--- src/rtl/key_pad_emulator.sv ---
// key_pad_emulator: emulates a 4x3 key pad that presses a handshaked key code for a hold time, then releases it for a gap.
// Ports:
//   i_clk, i_rst_n        clock (rising edge) and asynchronous active-low reset
//   i_key, i_valid        key code 0-9, 10 = *, 11 = #; codes 12-15 are rejected with o_err
//   o_ready               idle and able to accept a code
//   o_err                 one-cycle pulse when an invalid code is offered while idle
//   i_col                 active-low column drive from the scanner (C1 = bit 2, C2 = bit 1, C3 = bit 0)
//   o_row                 registered active-low row return (R1 = bit 3 ... R4 = bit 0)
//   o_busy                high while pressing or releasing
//   o_done                one-cycle pulse on the last release cycle
// Optional macro KEY_PAD_BOUNCE_EN adds contact bounce at the start of press and release.
module key_pad_emulator #(
    parameter int CNT_W         = 18,
    parameter int HOLD_CYCLES   = 200000,
    parameter int GAP_CYCLES    = 200000,
    parameter int BOUNCE_CYCLES = 64
) (
    input  logic       i_clk,
    input  logic       i_rst_n,
    input  logic [3:0] i_key,
    input  logic       i_valid,
    output logic       o_ready,
    output logic       o_err,
    input  logic [2:0] i_col,
    output logic [3:0] o_row,
    output logic       o_busy,
    output logic       o_done
);
    typedef enum logic [1:0] {IDLE, PRESS, RELEASE} state_t;

    state_t           state_q, state_d;
    logic [CNT_W-1:0] cnt_q, cnt_d;
    logic [3:0]       key_q, key_d;
    logic [3:0]       row_q, row_d;
    logic [2:0]       col_mask;
    logic [3:0]       row_pat;
    logic             hold_end, gap_end, contact;

    // Column mask marks the key's column bit; row_pat is the active-low row it shorts to.
    always_comb begin
        col_mask = 3'b000;
        row_pat  = 4'b1111;
        case (key_q)
            4'd1:  {col_mask, row_pat} = {3'b100, 4'b0111};
            4'd2:  {col_mask, row_pat} = {3'b010, 4'b0111};
            4'd3:  {col_mask, row_pat} = {3'b001, 4'b0111};
            4'd4:  {col_mask, row_pat} = {3'b100, 4'b1011};
            4'd5:  {col_mask, row_pat} = {3'b010, 4'b1011};
            4'd6:  {col_mask, row_pat} = {3'b001, 4'b1011};
            4'd7:  {col_mask, row_pat} = {3'b100, 4'b1101};
            4'd8:  {col_mask, row_pat} = {3'b010, 4'b1101};
            4'd9:  {col_mask, row_pat} = {3'b001, 4'b1101};
            4'd10: {col_mask, row_pat} = {3'b100, 4'b1110};
            4'd0:  {col_mask, row_pat} = {3'b010, 4'b1110};
            4'd11: {col_mask, row_pat} = {3'b001, 4'b1110};
            default: {col_mask, row_pat} = {3'b000, 4'b1111};
        endcase
    end

    assign hold_end = cnt_q == CNT_W'(HOLD_CYCLES - 1);
    assign gap_end  = cnt_q == CNT_W'(GAP_CYCLES - 1);

`ifdef KEY_PAD_BOUNCE_EN
    // Contact chatters with a period of 8 cycles while cnt is inside the bounce window.
    assign contact = (state_q == PRESS && (cnt_q >= CNT_W'(BOUNCE_CYCLES) || !cnt_q[2])) ||
                     (state_q == RELEASE && cnt_q < CNT_W'(BOUNCE_CYCLES) && cnt_q[2]);
`else
    // BOUNCE_CYCLES is only meaningful with bounce enabled; the term is always true here.
    assign contact = state_q == PRESS && BOUNCE_CYCLES >= 0;
`endif

    always_comb begin
        state_d = state_q;
        cnt_d   = cnt_q;
        key_d   = key_q;
        case (state_q)
            IDLE: if (i_valid && i_key <= 4'd11) begin
                state_d = PRESS;
                cnt_d   = '0;
                key_d   = i_key;
            end
            PRESS: begin
                state_d = hold_end ? RELEASE : PRESS;
                cnt_d   = hold_end ? '0 : cnt_q + CNT_W'(1);
            end
            RELEASE: begin
                state_d = gap_end ? IDLE : RELEASE;
                cnt_d   = gap_end ? '0 : cnt_q + CNT_W'(1);
            end
            default: begin
                state_d = IDLE;
                cnt_d   = '0;
            end
        endcase
        // Other column bits are ignored so several low columns still return the row.
        row_d = (contact && (i_col & col_mask) == 3'b000) ? row_pat : 4'b1111;
    end

    always_ff @(posedge i_clk or negedge i_rst_n) begin
        if (!i_rst_n) begin
            state_q <= IDLE;
            cnt_q   <= '0;
            key_q   <= 4'hF;
            row_q   <= 4'b1111;
        end else begin
            state_q <= state_d;
            cnt_q   <= cnt_d;
            key_q   <= key_d;
            row_q   <= row_d;
        end
    end

    assign o_row   = row_q;
    assign o_ready = state_q == IDLE;
    assign o_busy  = state_q != IDLE;
    assign o_err   = state_q == IDLE && i_valid && i_key > 4'd11;
    assign o_done  = state_q == RELEASE && gap_end;
endmodule
--- config.mk ---
export PLATFORM = sky130hd
export DESIGN_NAME = key_pad_emulator
export DESIGN_NICKNAME = d
export VERILOG_FILES = /design/src/rtl/key_pad_emulator.sv
export SDC_FILE = /design/constraint.sdc
export NUM_CORES = 1
export LEC_CHECK = 0
export CAP_MARGIN = 10
export CORE_UTILIZATION = 56
export DETAILED_ROUTE_END_ITERATION = 7
export PLACE_DENSITY = 0.8
export SYNTH_ARGS = -nofsm -noshare
export SYNTH_HDL_FRONTEND = slang
export SYNTH_SLANG_ARGS = --single-unit
--- constraint.sdc ---
create_clock -name i_clk -period 2.9 [get_ports i_clk]
set_input_delay 0.58 -clock i_clk [delete_from_list [all_inputs] [get_ports i_clk]]
set_output_delay 0.58 -clock i_clk [all_outputs]
set_load 0.05 [all_outputs]
# After elaboration in Yosys (flattened, before gate mapping)
# Memories as Yosys holds them, arrays and structs flattened.
# Index checks and enable logic that the tools add are counted.
dict set report word_totals {
  reg_bits 28
  in_bits 10
  elab_cells 31
  rom_bits 112
  n_memories 1
  out_inout_bits 8
}
# name depth word_bits rd rd_ports_with_merged_regs write_ports line_no
set mem_list {}
lappend mem_list {{(no name shown)} 16 7 1 0 0 43} ;# case (key_q)
dict set report op_classes {
  n_reduce_logical 10
  n_addsub 1
  n_eq_ne 4
  magnitude_cmp 2
  bitwise 1
  muxes 8
}
# operator n
set ops {}
lappend ops {{18-bit 2-to-1 mux} 2}
lappend ops {{18-bit one-hot mux with 2 select lines} 1}
lappend ops {{18-bit by 1-bit adder with 18-bit output (second input constant)} 1}
lappend ops {{18-bit equality test (second input constant)} 1}
lappend ops {{2-bit 2-to-1 mux} 3}
lappend ops {{2-bit one-hot mux with 3 select lines} 1}
lappend ops {{1-bit logical AND} 5}
lappend ops {{4-bit greater-than comparator (second input constant)} 1}
lappend ops {{4-bit less-or-equal comparator (second input constant)} 1}
lappend ops {{4-bit 2-to-1 mux} 1}
lappend ops {{3-bit bitwise AND} 1}
lappend ops {{3-bit zero test} 1}
lappend ops {{2-bit by 1-bit equality test with 1-bit output (second input constant)} 1}
lappend ops {{2-bit equality test (second input constant)} 1}
lappend ops {{2-bit zero test} 1}
lappend ops {{2-bit by 1-bit != test with 1-bit output (second input constant)} 1}
lappend ops {{2-bit AND reduction} 1}
lappend ops {{2-bit nonzero test} 1}
lappend ops {{2-bit OR reduction} 1}

# Logic depth before layout (Yosys ltp)
# Gate-level depths: netlist of the first run.
# An unclocked memory read counts as a cell.
dict set report depth {
  word_depth 5
  depth_mapped 7
  ltp_nobuf 6
}

# Worst setup path before layout of the first run
# No wires, ideal clock.
dict set report synth_timing {
  path_type {flip-flop to output port}
  start {register cnt_q[12]}
  end {output port o_done}
  t_arrival_ns 2.233
  n_path_buf 0
  t_required_ns 2.320
  stages_incl_launch_ff 5
  slack_ns 0.087
  cell_sequence {dfrtp_1 > or4b_1 > or3_4 > or2_2 > nor2_1}
}
dict set report synth_via {
  elab_chain_len 2
}
# item line_no
set synth_rtl {}
lappend synth_rtl {{start: declaration} 32} ;# logic [CNT_W-1:0] cnt_q, cnt_d;
lappend synth_rtl {{start signal: assignment} 107} ;# cnt_q <= cnt_d;
lappend synth_rtl {{18-bit equality test} 61} ;# assign gap_end = cnt_q == CNT_W'(GAP_CYCLES - 1);
lappend synth_rtl {{1-bit logical AND} 117} ;# assign o_done = state_q == RELEASE && gap_end;
lappend synth_rtl {{end: declaration} 27} ;# output logic o_done
# Every way passes these cells.

# Final worst setup path of the first run
dict set report layout_timing {
  start {register cnt_q[9]}
  end {output port o_done}
}
# Same word-level chain as after synthesis.

==> results.md, run 1 <==
- Crit end category: primary output
- Distinct cell type count after synthesis: 42
- Wl on met1: 1700 um
- Via density: 6.18
- Synthesis-to-finish area growth: 16.6%
- DRC: 4
- Clock Latency Late Sink: 0.35 ns
- First DRT Iteration DRCs: 64
- Most instantiated library cell after synthesis: dfrtp_1
- CP max-delay cell: or4b_1
- TNS Setup: 0 ns
- Initial Utilization: 60.6%
- Post-synth top area share: 29.5%
- Power Density: 348 nW/um2
- DRT antenna net count: 0
- Final setup viols: 0
- Fill cell count: 228
- CP arrival: 2.21 ns
- Clock power share: 38.1%
- Die footprint: 3260 um2
- Num CTS Buffers: 3
- Layout cells sized above 1: 18.4%
- Comb power frac: 5.0%
- Die Ht: 57.1 um
- Post-synth EDFFs: 0
- Mapped Cells: 171
- RSZ-0062 raised after global routing: no
- Yosys warnings: 0
- Core ar.: 2810 um2
- Slew Limit Fails: 0
- Critical path's top delay family: simple AND/OR/NAND/NOR gates
- Switching share of power: 20.6%
- Critical path fanouts, max: 4
- Reg clk slew, reported paths: 0.16 ns
- Syn nets: 191
- Worst Path Required: 2.32 ns
- # nets final: 211
- TritonRoute pass-1 iters: 6
- Final Hold Viols: 0
- Vias: 1366
- First-pass GRT wire length: 6240 um
- Cell Area, Synth: 1700 um2
- Actual slew at the worst max-slew pin: 0.605 ns
- All-Layer GR Usage: 24.4%
- CTS tree: done
- Final GP Congestion: 0.788
- Seq cells post-synth: 28
- Largest net degree at the start of global routing: 29
- Leakage: 0.797 nW
- Worst Hold Class: register to register
- Minimum clock period: 2.79 ns
- Sequential area share after synthesis: 41.8%
- Final hold slack: 0.564 ns
- Max Cap Viol: 0
- PortBufs: 17
- Bufs and invs on worst path: 1
- Synth area leaders: dfrtp_1, dfstp_2, ha_1
- Asr flop ratio synth: 100%
- Met2 routed WL: 1700 um
- DP Wirelength: 2540 um
- Gr ovfl total: 0
- Failing checks: DRC
- Sequential share of power: 56.9%
- # rows: 19
- Slowest Stage Delay on Critical Path: 0.54 ns
- WL final: 3560 um
- Vias in the first global route: 1385
- Worst vdd ir: 0.000219 V
- Slew HR: 58.6%
- Antenna cells: 0
- Root Driver: clkbuf_4
- Cell internal pwr: 548 uW
- Worst-path cell chain: or4b_1 -> or3_4 -> or2_4 -> nor2_4 -> buf_12
- Routed len/inst: 16.1 um
- Die X: 57.1 um
- Most used DFF post-synth: dfrtp_1
- Fmax: 359 MHz
- Status: finished, violations left
- Area leader, netlist: dfrtp_1
- WL met3: 77 um
- Clk buf depth: 2
- Io pins: 18
- CTS Sinks: 28
- Initial antenna violation count: 0
- Critical Path Start Type: register
- Clock Skews: 0.0169 ns
- NetSw: 142 uW
- Top routing layer used: met4
- Crit Path Category: register to primary output
- Fin crit share: 96.1%
- Synth top cells by count: dfrtp_1, nand3_1, inv_1
- Syn avg cell area: 9.94 um2
- CTS HTree Levels: 1
## cell families after synthesis
kind of cell	count (synthesis)	share of synthesized area [%]
and+or+nand+nor	58	18.9
AOI/OAI and AO/OA	48	22.2
DFF	28	41.8
buffers and inverters	18	4.86
adders and majority gates	10	7.36
xor gates and xnor gates	7	3.61
muxes	2	1.33
## final timing paths
kind                            depth (start not counted)             startpoint  slack, ns                endpoint
worst min register to register                          2  cnt_q[11]$_DFFE_PN0P_       0.56   cnt_q[11]$_DFFE_PN0P_
worst max register to register                          4   cnt_q[9]$_DFFE_PN0P_       0.76    cnt_q[1]$_DFFE_PN0P_
worst min-delay path                                    2  cnt_q[11]$_DFFE_PN0P_       0.56   cnt_q[11]$_DFFE_PN0P_
max in group asynchronous                               2                i_rst_n       2.00    key_q[0]$_DFFE_PN1P_
min in group asynchronous                               2                i_rst_n       0.58  state_q[1]$_DFFE_PN0P_
worst max-delay path                                    5   cnt_q[9]$_DFFE_PN0P_       0.11                  o_done
## what timing repair did
| action | 4_1_cts | 5_1_grt |
|---|---|---|
| endpoints found under the hold margin | 0 | 0 |
| buffers inserted | 3 | 0 |
| setup endpoints to repair | 1 | 3 |
| gates resized for setup | 1 | 5 |
| hold buffers | 0 | 0 |
## worst reg2reg max path, cell delays in order, from the launching register on
cell     delay, ns
dfrtp_1       0.41
or4b_1        0.54
or3_4         0.38
o21ai_4       0.47
o21ai_0       0.20
## registers in the layout, indices dropped and copies added, names as in the netlist
signal / cells
state_q: 2
key_q: 4
o_row: 4
cnt_q: 18
## area by class of cell
cell class	count	area (um2)	area share, %
flip-flops and latches	28	712	35.9
clock inverters	1	30.0	1.52
multi-input cells	125	918	46.4
inverters	11	41.3	2.08
clock buffers	3	22.5	1.14
repair buffers	22	218	11.0
well taps	31	38.8	1.96
## metal layers
metal	track usage [%]	up-vias
met5	0	-
met4	11.1	0
met3	2.27	7
met2	39.7	21
met1	33.2	663
li1	-	675
## per-stage QoR
step	util (%)	setup slack (ns)	instances	instance area [um2]	power, mW
floorplan	-	0.0867	171	1700	0.411
global placement	67.4	0.351	214	1890	0.433
detailed placement	67.4	0.301	214	1890	0.434
CTS	70.1	0.0102	221	1970	0.696
global route	70.6	0.0706	221	1980	0.708
finish	70.6	0.114	221	1980	0.690
## placed cells by master, fill, tap and decap left out, drive strengths merged, types with 2 or more instances in the layout
cell type,instances
nand2,10
clkdlybuf4s50,14
clkbuf,3
xnor2,7
dfstp,8
nand3,12
nand2b,4
a211oi,3
a211o,2
o21ai,8
inv,11
or3,5
o31ai,5
or4,6
or2,3
mux2,2
a22oi,9
dfrtp,20
a21oi,9
a221oi,2
ha,10
nor2,10
buf,7
nand4,3
## power groups by stage
stage | combinational (mW) | clock (mW) | sequential [mW]
2_1_floorplan | 0.00833 | 0 | 0.402
3_3_place_gp | 0.0335 | 0 | 0.399
3_5_place_dp | 0.0346 | 0 | 0.399
4_1_cts | 0.0348 | 0.269 | 0.393
5_1_grt | 0.0377 | 0.278 | 0.393
6_report | 0.0343 | 0.263 | 0.393
Note: power is estimated with default switching activity, not from simulation.
==> run 2: changes to the inputs <==
Settings changed: CAP_MARGIN 10 to 20, SETUP_SLACK_MARGIN set to 0.5.
==> results.md, run 2 (synthesized netlist as in run 1, its figures left out) <==
- Status: finished, violations left (unchanged)
- Failing checks: DRC (unchanged)
- CTS tree: done (unchanged)
- M1 GR Usage: 33.3% (was 33.2%)
- Power Density: 342 nW/um2 (was 348 nW/um2)
- Fmax: 365 MHz (was 359 MHz)
- Io pins: 18 (unchanged)
- Critical path fanouts, max: 2 (was 4)
- CTS Sinks: 28 (unchanged)
- Routed len/inst: 15.6 um (was 16.1 um)
- WL final: 3490 um (was 3560 um)
- Gr ovfl total: 0 (unchanged)
- Crit end category: primary output (unchanged)
- R2R depth: 5 (was 4)
- Critical Path Start Type: register (unchanged)
- Worst Path Required: 2.32 ns (about the same)
- Worst-path cell chain: or4b_1 -> or3_4 -> or2_4 -> nor2_4 -> buf_12 (unchanged)
- Die footprint: 3260 um2 (unchanged)
- Clock Skews: 0.0201 ns (was 0.0169 ns)
- Top Usage Layer GRT: met2 (unchanged)
- Cell depth of the worst hold path: 2 (unchanged)
- Worst Hold Class: register to register (unchanged)
- Die X: 57.1 um (unchanged)
- Slew Limit Fails: 0 (unchanged)
- Actual slew at the worst max-slew pin: 0.515 ns (was 0.605 ns)
- TNS Setup: 0 ns (unchanged)
- Via density: 6.31 (was 6.18)
- CP arrival: 2.16 ns (was 2.21 ns)
- Commonest non-fill, non-tap cells in the layout: dfrtp_1, clkdlybuf4s50_1, nand3_1 (unchanged)
- Reg clk slew, reported paths: 0.16 ns (about the same)
- Synthesis-to-finish area growth: 18.4% (was 16.6%)
- Crit Path Category: register to primary output (unchanged)
- Max Cap Viol: 0 (unchanged)
- Largest Register: cnt_q (unchanged)
- Largest net degree at the start of global routing: 29 (unchanged)
- Final GP Congestion: 0.894 (was 0.788)
- Die Ht: 57.1 um (unchanged)
- Leakage: 0.794 nW (was 0.797 nW)
- Core ar.: 2810 um2 (unchanged)
- Initial antenna violation count: 0 (unchanged)
- DRC: 4 (unchanged)
- Fill cell count: 209 (was 228)
- TritonRoute pass-1 iters: 7 (was 6)
- Num CTS Buffers: 3 (unchanged)
- First-pass GRT wire length: 6020 um (was 6240 um)
- Final Hold Viols: 0 (unchanged)
- All-Layer GR Usage: 23.8% (was 24.4%)
- Antenna cells: 0 (unchanged)
- Commonest non-fill, non-tap cell in the layout: dfrtp_1 (unchanged)
- Initial Utilization: 60.6% (unchanged)
- Slew HR: 64.8% (was 58.6%)
- Worst vdd ir: 0.000476 V (was 0.000219 V)
- Clk buf depth: 2 (unchanged)
- RSZ-0062 raised after global routing: yes (was no)
- CP max-delay cell: or4b_1 (unchanged)
- Minimum clock period: 2.74 ns (was 2.79 ns)
- PortBufs: 17 (unchanged)
- Vias in the first global route: 1351 (was 1385)
- GR Util met2: 37.3% (was 39.7%)
- Root Driver: clkbuf_4 (unchanged)
- Final setup viols: 0 (unchanged)
- Final hold slack: 0.558 ns (was 0.564 ns)
- Fin crit share: 94.4% (was 96.1%)
- First DRT Iteration DRCs: 65 (was 64)
- CTS HTree Levels: 1 (unchanged)
- DP Wirelength: 2480 um (was 2540 um)
- # nets final: 214 (was 211)
- DRT antenna net count: 0 (unchanged)
- Slowest Stage Delay on Critical Path: 0.52 ns (was 0.54 ns)
- Vias: 1414 (was 1366)
- Clock Latency Late Sink: 0.35 ns (about the same)
- # rows: 19 (unchanged)
- Max reg flops: 18 (unchanged)
- Layout cells sized above 1: 21.2% (was 18.4%)
- Met3 GRT Util: 5.22% (was 2.27%)
==> run 2: cell types whose count changed in the layout (fill, tap and decap cells not counted), sizes merged <==
| cell | before | now |
|---|---|---|
| buf | 7 | 10 |
| clkdlybuf4s15 | 0 | 1 |
| dlymetal6s2s | 1 | 0 |
| clkbuf | 3 | 4 |
| clkdlybuf4s50 | 14 | 13 |
==> run 2: repair_timing <==
action,CTS,global route
hold buffers,0,0
resized for setup,7,2
buffers inserted,4,1
setup endpoints to repair,3,2
pin swaps,2,2
==> run 2: path summary, 6_finish.rpt <==
check / slack, ns / endpoint / startpoint
max in group asynchronous: 2.01 / key_q[0]$_DFFE_PN1P_ / i_rst_n
min in group asynchronous: 0.57 / state_q[0]$_DFFE_PN0P_ / i_rst_n
worst min-delay path: 0.56 / key_q[3]$_DFFE_PN1P_ / key_q[3]$_DFFE_PN1P_
worst min register to register: 0.56 / key_q[3]$_DFFE_PN1P_ / key_q[3]$_DFFE_PN1P_
worst max-delay path: 0.16 / o_done / cnt_q[9]$_DFFE_PN0P_
worst max register to register: 0.66 / cnt_q[0]$_DFFE_PN0P_ / cnt_q[9]$_DFFE_PN0P_
==> run 2: area by class of cell <==
class                      count  area, um2  share of cell area, %
timing repair buffer          25        234                   11.6
clock inverter                 1       30.0                   1.49
sequential                    28        711                   35.3
multi-input combinational    125        935                   46.5
tap                           31       38.8                   1.93
clock buffer                   3       22.5                   1.12
inverter                      11       41.3                   2.05
==> run 2: through the flow <==
step	util, %	area [um2]	instances	power [mW]	setup slack (ns)
final	71.7	2010	224	0.689	0.163
after global routing	71.7	2010	224	0.706	0.111
after CTS	71.6	2010	223	0.689	0.161
after detailed placement	68.1	1910	215	0.434	0.339
after global placement	68.1	1910	215	0.433	0.376
after floorplan	-	1710	171	0.411	0.448
==> run 2: power breakdown <==
group          total, mW  switching (mW)  internal, mW
logic             0.0341          0.0186        0.0155
clock network      0.262           0.122         0.140
registers          0.393        0.000137         0.392
total              0.689           0.140         0.548
==> run 2: critical path: cells and delay by family, from the launching register on <==
family                 cells  cell delay, ns
buffers and inverters      1            0.14
DFF                        1            0.41
and+or+nand+nor            4            1.25
==> run 2: layer usage <==
metal  wire length [um]  vias to the layer above  part of all wire [%]
met5                  0                        -                     0
met1               1620                      705                    47
met3                122                        4                   3.5
met2               1700                       25                    49
li1                   -                      680                     -
met4                 39                        0                   1.1
